===== config.mk =====
export PLATFORM = sky130hd
export DESIGN_NAME = fetch_buffer
export DESIGN_NICKNAME = d
export VERILOG_FILES = /design/src/rtl/fetch_buffer.sv
export SDC_FILE = /design/constraint.sdc
export NUM_CORES = 1
export LEC_CHECK = 0
export ABC_AREA = 1
export BUFFER_PORTS_ARGS = -buffer_cell sky130_fd_sc_hd__buf_2
export CORE_ASPECT_RATIO = 1.25
export CORE_MARGIN = 1
export CORE_UTILIZATION = 35
export CTS_CLUSTER_SIZE = 14
export DETAILED_ROUTE_END_ITERATION = 8
export PLACE_DENSITY = 0.56
export SYNTH_ARGS = -nofsm -noshare
export SYNTH_HDL_FRONTEND = slang
export SYNTH_SLANG_ARGS = --single-unit

===== constraint.sdc =====
create_clock -name clk -period 3.96 [get_ports clk]
set_clock_uncertainty 0.1 [all_clocks]
set_input_delay 0.396 -clock clk [delete_from_list [all_inputs] [get_ports clk]]
set_output_delay 0.396 -clock clk [all_outputs]
set_load 0.1 [all_outputs]

===== src/rtl/fetch_buffer.sv =====
// Fetch buffer: a circular FIFO of {pc, instruction} pairs between instruction fetch and decode.
// The head entry is presented to decode from registered state; the PC controller is stalled early via buble.
module fetch_buffer #(
  parameter int size  = 32,
  parameter int depth = 4
) (
  input  logic                     clk,
  input  logic                     reset,
  input  logic                     flush,
  input  logic                     instruction_valid,
  input  logic [size-1:0]          instruction_i,
  input  logic [size-1:0]          pc_i,
  input  logic                     dec_ready,
  output logic                     dec_valid,
  output logic [size-1:0]          dec_instruction,
  output logic [size-1:0]          dec_pc,
  output logic                     buble,
  output logic [$clog2(depth):0]   count,
  output logic                     overflow
);

  localparam int aw = $clog2(depth);
  localparam int cw = aw + 1;

  logic [aw-1:0]     wr_ptr_reg;
  logic [aw-1:0]     rd_ptr_reg;
  logic [cw-1:0]     count_reg;
  logic [cw-1:0]     count_next;
  logic              overflow_reg;
  logic              full;
  logic              push;
  logic              pop;
  logic [depth-1:0]  wr_en;
  logic [2*size-1:0] mem [depth];

  assign full      = (count_reg == cw'(depth));
  assign dec_valid = (count_reg != '0);
  assign push      = instruction_valid & ~full & ~flush;
  assign pop       = dec_valid & dec_ready & ~flush;

  // One slot stays free for the fetch that is already in flight when the stall is raised.
  assign buble     = (count_reg >= cw'(depth - 1));
  assign count     = count_reg;
  assign overflow  = overflow_reg;

  always_comb begin
    count_next = count_reg;
    case ({push, pop})
      2'b10:   count_next = count_reg + cw'(1);
      2'b01:   count_next = count_reg - cw'(1);
      default: count_next = count_reg;
    endcase
  end

  always_ff @(posedge clk) begin
    if (reset || flush) begin
      wr_ptr_reg   <= '0;
      rd_ptr_reg   <= '0;
      count_reg    <= '0;
      overflow_reg <= 1'b0;
    end else begin
      // depth is a power of two, so the natural pointer rollover is the wrap to 0.
      if (push) wr_ptr_reg <= wr_ptr_reg + aw'(1);
      if (pop)  rd_ptr_reg <= rd_ptr_reg + aw'(1);
      count_reg <= count_next;
      if (instruction_valid && full) overflow_reg <= 1'b1;
    end
  end

  for (genvar gi = 0; gi < depth; gi++) begin : g_wr_en
    assign wr_en[gi] = push && (wr_ptr_reg == aw'(gi));
  end

  // Storage is not reset; its contents are only observed while dec_valid is high.
  always_ff @(posedge clk) begin
    for (int i = 0; i < depth; i++) begin
      if (wr_en[i]) mem[i] <= {pc_i, instruction_i};
    end
  end

  assign dec_pc          = mem[rd_ptr_reg][2*size-1:size];
  assign dec_instruction = mem[rd_ptr_reg][size-1:0];

endmodule


==> metrics.txt, run 1 <==
slack of the critical path=0.7833 ns; flops & latches, synth=~270; Int Pwr=0.004649 W; slowest stage delay, CP=0.61 ns; largest net degree at the start of global routing=67; Sw Share=0.2308; first-pass GRT wire length=33.22 mm; hold crit path type=input pin to flop; die area=29330 um^2; antenna-violating nets left=0; CP Capture Type=primary output; Final nets=973; io pins=139; gr usage total=0.1456; register share of total power=0.519; outcome=finished clean; Post-synth EDFFs=256; combinational power share=0.083; Detail Placement HPWL=between 10 and 15 mm; Routed wire per std cell=16.99 um; Synth top area share=0.7667; DR vias=6250; switching power=0.001395 W; area delta synth->final=25.16%; Post-Syn Nets=between 700 and 800; initial antenna violation count=2; fin crit period=~3.2 ns; Synth Warn #=0; vias in the first global route=6268; CTS root buffer=clkbuf_16; fraction of layout cells with a size suffix above 1=0.2137; CP top delay family=buffers and inverters; worst path bufs/invs=2; WS Path Type=flop to primary output; clock sink count=266; post-CTS setup buffer count=0; worst-path fanout max=66; Starting Density=0.3593; slew at the pin closest to its max-slew limit=just under 0.8 ns; Power Density=roughly 480 nW/um^2; Inst Count DP=1155; residual DRC count=0; top post-synthesis cells by count=edfxtp_1 (256), nor2_1 (142), o21ai_0 (75); die extent in y=191.2 um; CTS Buf Count=27; Die W=between 150 and 200 um; Port Buffer Count=roughly 140; count leader, synth=edfxtp_1; clk slew on worst S/H paths=0.06 ns; fin crit share=0.8022; Synth Area per Inst=14.41 um^2; Post-synth ARST share=0; chain of cells forming the critical path=buf_4 -> o21ai_0 -> o22ai_1 -> buf_2; final non-filler cell total=1269; Placer Congestion=0.6718; register area share after synthesis=0.7866; clock share of power=0.398; Clock Tree Buf Depth=3; CTS HTree Levels=1; fin. max-slew vios=0; synthesized area=10030 um^2; core footprint=27910 um^2; Max Cap Viol=0; Worst VDD drop=about 0.26 mV; Mapped Cells=696; clock latency at the later pin of the worst-skew pair=0.52 ns; vias per cell=4.925; Max Fclk=0.3148 GHz; Setup violations, final=0; static leakage=around 4.4 nW; CP required=3.46 ns; total grt overflow=0; RSZ-0062 raised after global routing=no; Site Rows=68; top cells by area, synth=edfxtp_1 (77%), nor2_1 (5.3%), o22ai_1 (4.0%), o21ai_0 (3.7%), o21ai_1 (2.8%); CTS tree=done; crit path max-delay cell type=buf_4; Synth cell types=20; max reg flops=between 200 and 300; drt first pass iters=5; Hold Fails Final Rpt=0; Post-synth top flop=edfxtp_1; final wirelength=between 20 and 25 mm; largest area contributor in the netlist=edfxtp_1; DRT iter0 DRCs=309; Rel. slew slack=0.4706; Place WS=1.293 ns; worst endpoint data arrival time=2.68 ns; crit start category=flop
placed cells by master, fill, tap and decap left out, drive strengths merged:
master	count
clkbuf	37
buf	150
ha	5
clkinv	7
nand2	15
clkinvlp	1
inv	21
o21a	1
nor2	142
nand3	5
dlygate4sd3	64
a21oi	5
o21ai	131
bufinv	2
dfxtp	10
diode	2
o22ai	64
fa	1
edfxtp	256
kinds of logic after synthesis:
| logic type | synth area share |
|---|---|
| simple gates | 0.06127 |
| fa+ha+maj | 0.008236 |
| flops | 0.7866 |
| buf+inv | 0.03531 |
| compound gates | 0.1086 |
final timing paths:
check,cells after the start,start,slack [ns],to
max,4,flop,0.78,dec_instruction[20]
min,4,reset,0.08,count[2]
max reg2reg,12,count[1],1.70,count[2]
min reg2reg,1,overflow,0.37,overflow
power groups by stage:
stage	Clock [W]	Sequential, W	Combinational [W]
after floorplan	0	0.00321	0.000326
after global placement	0	0.00320	0.000453
after detailed placement	0	0.00320	0.000456
after CTS	0.00247	0.00314	0.000508
after global routing	0.00257	0.00314	0.000530
final	0.00241	0.00314	0.000503
per-stage QoR:
| stage | power [W] | hold slack [ns] | util | setup TNS, ns | area (um^2) |
|---|---|---|---|---|---|
| 3_3_place_gp | 0.003648 | 0.3509 | 0.3966 | 0 | 11070 |
| 6_report | 0.006045 | 0.08191 | 0.4497 | 0 | 12550 |
| 4_1_cts | 0.006116 | 0.06487 | 0.4495 | 0 | 12540 |
| 2_1_floorplan | 0.003532 | 0.3625 | - | -187.25 | 10030 |
| 3_5_place_dp | 0.003652 | 0.3541 | 0.3966 | 0 | 11070 |
| 5_1_grt | 0.006234 | 0.1081 | 0.4497 | 0 | 12550 |
final cells by class:
cell class / instances / area (um^2)
Sequential cell: 266 / 7893
Fill cell: 2522 / 15360
Multi-Input combinational cell: 369 / 1815
Clock inverter: 11 / 113.9
Tap cell: 350 / 437.9
Timing Repair Buffer: 214 / 1484
Clock buffer: 37 / 723.2
Inverter: 20 / 77.57
Antenna cell: 2 / 5.005
routing by layer:
metal / routed length, um / GRT usage
met1: 9347 / 0.1767
met2: 10580 / 0.2569
met3: 1002 / 0.02743
met4: 637 / 0.05538
met5: 0 / 0
repair_timing:
| item | CTS | global route |
|---|---|---|
| setup endpoints to repair | 0 | 0 |
| resized for setup | 0 | 0 |
| endpoints found under the hold margin | 256 | 0 |
| hold buffers | 64 | 0 |
worst min-delay path, stage by stage:
cell and delay, ns:
buf_2 0.07, nor2_1 0.08, nand2_1 0.08, nor2_1 0.03
Note: power is estimated with default switching activity, not from simulation.
==> run 2, diff against run 1 <==
Clock period 3.96 ns to 2.88 ns, I/O delays scaled along.
==> run 2 against run 1 <==
Wire length grew 0.68%. Clock power grew 53%. Die area is the same. First-iteration DRC count shrank 22%. Hold slack lost 0.056 ns. Critical endpoint is now dec_instruction[16]. Largest cell class unchanged. Largest power group unchanged. Highest routed layer unchanged.
==> metrics.txt, run 2 (synthesized netlist as in run 1, its figures left out) <==
CP Capture Type=primary output; Routed wire per std cell=between 15 and 20 um; Die W=153.4 um; crit start category=flop; area occupied by multi-input gates=1818 um^2; Place WS=approximately 0.6 ns; CTS Buf Count=28; Max Fclk=0.3777 GHz; cell count of the worst hold path=3; Detail Placement HPWL=11.98 mm; CP required=around 2.5 ns; cells on worst reg2reg path=12; WHS=0.02573 ns; most frequent cells in the layout=edfxtp_1 (256), nor2_1 (138), buf_2 (103); leading cell type in the layout, fill and taps excluded=edfxtp_1; core footprint=27910 um^2; CTS HTree Levels=1; CTS root buffer=clkbuf_16; Reg area=7899 um^2; # fillers=2430; Hold Fails Final Rpt=0; residual DRC count=0; CTS tree=done; Setup violations, final=0; die extent in y=191.2 um; outcome=finished clean; clock latency at the later pin of the worst-skew pair=0.52 ns; DRT iter0 DRCs=241; fin crit share=0.9193; fin. max-slew vios=0; clk slew on worst S/H paths=0.06 ns; largest net degree at the start of global routing=83; slack of the critical path=0.2325 ns; io pins=139; vias in the first global route=around 6400; first-pass GRT wire length=about 34 mm; die area=between 20000 and 30000 um^2; antenna-violating nets left=0; Setup TNS=0 ns; Max Cap Viol=0; drt first pass iters=4; static leakage=4.757 nW; gr usage total=0.1471; Clock Tree Buf Depth=3; Port Buffer Count=138; fraction of layout cells with a size suffix above 1=0.2263; final wirelength=21.71 mm; fin crit period=about 2.6 ns; clock sink count=266; Placer Congestion=about 0.73; hold crit path type=input pin to flop; Rel. slew slack=0.5957; Site Rows=68; Worst VDD drop=0.3906 mV; Final nets=982; Starting Density=0.3593; max reg flops=roughly 260; Power Density=657.6 nW/um^2; initial antenna violation count=0; WS Path Type=flop to primary output; DR vias=between 6000 and 7000; worst endpoint data arrival time=2.26 ns; total design power=0.008794 W; RSZ-0062 raised after global routing=no; n_diodes=0; worst-path fanout max=36; area delta synth->final=33.38%; slew at the pin closest to its max-slew limit=0.6051 ns; vias per cell=approximately 4.8; total grt overflow=0
[run 2: changes by cell type in the layout (fill, tap and decap cells not counted), moves of 3 or more]
cell,delta
dlygate4sd3_1,+3
buf_12,+43
dfxtp_1,-3
buf_2,-35
buf_4,-3
[run 2: worst max-delay path, cell delays in order, from the launching register on]
cell	delay, ns
dfxtp_4	0.46
buf_12	0.23
inv_2	0.11
buf_12	0.22
o21ai_1	0.10
o22ai_1	0.36
buf_12	0.23
[run 2: cell type report]
class                      count  area share
sequential                   266      0.5906
timing repair buffer         222      0.1628
multi-input combinational    369      0.1359
clock buffer                  39     0.05931
tap                          350     0.03274
clock inverter                12     0.01282
inverter                      20    0.005800
[run 2: per-layer routing]
metal / wire length (um) / GRT usage / vias up
li1: - / - / 3012
met1: 9209 / 0.1752 / 2995
met2: 11170 / 0.2717 / 119
met3: 938 / 0.02494 / 28
met4: 395 / 0.04269 / 0
met5: 0 / 0 / -
[run 2: what timing repair did]
action	CTS	global route
setup buffers	0	0
hold buffers	67	0
resized for setup	0	1
hold endpoints to repair	261	0
setup endpoints to repair	0	17
[run 2: power breakdown]
part / total (W) / switching (W) / leakage (nW) / internal [W]
Clock: 0.00369 / 0.00141 / 0.466 / 0.00228
Combinational: 0.000792 / 0.000550 / 1.88 / 0.000242
Sequential: 0.00431 / 0.0000137 / 2.41 / 0.00430
[run 2: final timing paths]
check | startpoint | end | slack, ns
setup / recovery | flop | dec_instruction[16] | 0.23
hold reg to reg | overflow | overflow | 0.37
setup reg to reg | count[0] | count[2] | 0.63
hold / removal | flush | overflow | 0.03
[run 2: stage by stage]
stage,instances,utilization,area (um^2)
floorplan,696,-,10060
global placement,1160,0.4206,11740
detailed placement,1160,0.4206,11740
CTS,1278,0.4792,13370
global route,1278,0.4792,13370
finish,1278,0.4792,13370
==> run 3, diff against run 2 <==
--- a/constraint.sdc
+++ b/constraint.sdc
@@ -3,3 +3,3 @@
 set_input_delay 0.288 -clock clk [delete_from_list [all_inputs] [get_ports clk]]
 set_output_delay 0.288 -clock clk [all_outputs]
-set_load 0.1 [all_outputs]
+set_load 0.005 [all_outputs]
==> run 3 against run 2 <==
Power decreased by 5.3%. Setup slack improved by 0.16 ns. Final cell count decreased by 0.16%. Hold slack improved by 0.0047 ns. Count of clock-buffer cells in the layout decreased by 1. Wire length down 0.98%. Clock power barely moved. Combinational power down 57%. Critical path depth is 2 lower. Core utilization down 2.2 points. Non-clock buffer count fell by 4. Die area is the same. Critical endpoint is now dec_instruction[1].
==> metrics.txt, run 3 (synthesized netlist as in run 1, its figures left out) <==
clock latency at the later pin of the worst-skew pair=0.52 ns; Routed wire per std cell=16.85 um; crit start category=flop; residual DRC count=0; cells on worst reg2reg path=12; Final nets=978; fraction of layout cells with a size suffix above 1=0.2195; initial antenna violation count=1; Setup violations, final=0; Power Density=652.7 nW/um^2; Port Buffer Count=138; worst-path fanout max=38; first-pass GRT wire length=33.09 mm; fin crit share=0.8626; CTS root buffer=clkbuf_16; die extent in y=191.2 um; Inst Count DP=1158; core footprint=27910 um^2; Max Cap Viol=0; hold worst-path end=wr_ptr_reg[1]; io pins=~140; Place WS=0.6762 ns; leading cell type in the layout, fill and taps excluded=edfxtp_1; post-CTS setup buffer count=0; CP Capture Type=primary output; total grt overflow=0; Starting Density=0.3593; Site Rows=68; RSZ-0062 raised after global routing=no; Worst VDD drop=0.5008 mV; static leakage=approximately 4.5 nW; Reg area=between 7000 and 8000 um^2; most frequent cells in the layout=edfxtp_1 (256), nor2_1 (138), buf_2 (138); R2R setup slack=0.67 ns; register share of total power=0.518; Detail Placement HPWL=12.20 mm; Sw Share=0.1909; Rel. slew slack=0.6433; DRT iter0 DRCs=between 300 and 400; CTS HTree Levels=1; fin. max-slew vios=0; hold crit path type=input pin to flop; worst endpoint data arrival time=~2.1 ns; Hold Fails Final Rpt=0; outcome=finished clean; antenna-violating nets left=0; vias per cell=4.853; Max Fclk=0.4025 GHz; vias in the first global route=6179; Int Pwr=slightly below 0.007 W; clk slew on worst S/H paths=0.06 ns; drt first pass iters=4; final non-filler cell total=1276; max reg flops=256; slew at the pin closest to its max-slew limit=0.5351 ns; Util after Layout=0.4570; slack of the critical path=approximately 0.4 ns; Clock Tree Buf Depth=3; gr usage total=0.1457; post-cts sizing count=0; switching power=about 0.0016 W; CTS Buf Count=28; clock sink count=266; area occupied by multi-input gates=1815 um^2; CTS tree=done; worst r2r src=count[0]; Die W=153.4 um; combinational power share=0.041; cell count of the worst hold path=4; FF-to-FF End=count[2]; total design power=0.008324 W; largest net degree at the start of global routing=65; CP required=2.49 ns; clock share of power=0.441; fin crit period=2.484 ns; area delta synth->final=27.19%; Setup TNS=0 ns; WS Path Type=flop to primary output; Placer Congestion=0.7120; final wirelength=between 20 and 25 mm; DR vias=6192; die area=roughly 30000 um^2; Worst Min Path Start=flush; # fillers=2493
## run 3: changes by cell type in the layout (fill, tap and decap cells not counted), moves of 2 or more
cell	change
clkinv_1	+3
buf_4	+2
buf_12	-39
dlygate4sd3_1	-2
buf_2	+35
dfxtp_1	+3
dfxtp_2	-2
## run 3: area by class of cell
class / instances / share of cell area
Inverter: 20 / 0.006083
Sequential cell: 266 / 0.6189
Multi-Input combinational cell: 369 / 0.1424
Timing Repair Buffer: 218 / 0.1228
Clock buffer: 38 / 0.06191
Tap cell: 350 / 0.03434
Clock inverter: 14 / 0.01344
Antenna cell: 1 / 0.0001962
## run 3: worst max-delay path by stage
stage,from,to,depth (start not counted)
after global routing,flop,dec_instruction[4],5
after detailed placement,flush,mem[0][23],5
after CTS,flop,dec_instruction[1],4
after floorplan,count[1],mem[0][0],4
after global placement,count[1],count[2],12
final,flop,dec_instruction[1],4
## run 3: what timing repair did
item                                   in CTS  in global routing
setup endpoints to repair                   0                  0
endpoints found under the hold margin     260                  0
hold buffers                               65                  0
## run 3: critical path, stage by stage, from the launching register on
cell     delay [ns]
dfxtp_4        0.61
buf_4          0.39
o21ai_0        0.14
o22ai_1        0.23
buf_2          0.16
## run 3: metrics by stage
stage | instance area [um^2] | hold WS (ns)
final | 12750 | 0.03038
after global routing | 12750 | 0.03764
after CTS | 12750 | 0.01231
after detailed placement | 11140 | 0.3606
after global placement | 11140 | 0.3504
after floorplan | 10030 | 0.2869
## run 3: layer usage
metal | GRT usage | vias to the layer above | routed length (um)
li1 | - | 3014 | -
met1 | 0.1718 | 3031 | 8862
met2 | 0.2719 | 122 | 11260
met3 | 0.02494 | 25 | 1027
met4 | 0.04038 | 0 | 345
met5 | 0 | - | 0
## run 3: power by group through the flow
stage	Clock (W)	Combinational, W	Sequential (W)
2_1_floorplan	0	0.000104	0.00440
3_3_place_gp	0	0.000269	0.00439
6_report	0.00367	0.000340	0.00431
4_1_cts	0.00375	0.000346	0.00431
5_1_grt	0.00389	0.000374	0.00432
3_5_place_dp	0	0.000273	0.00439
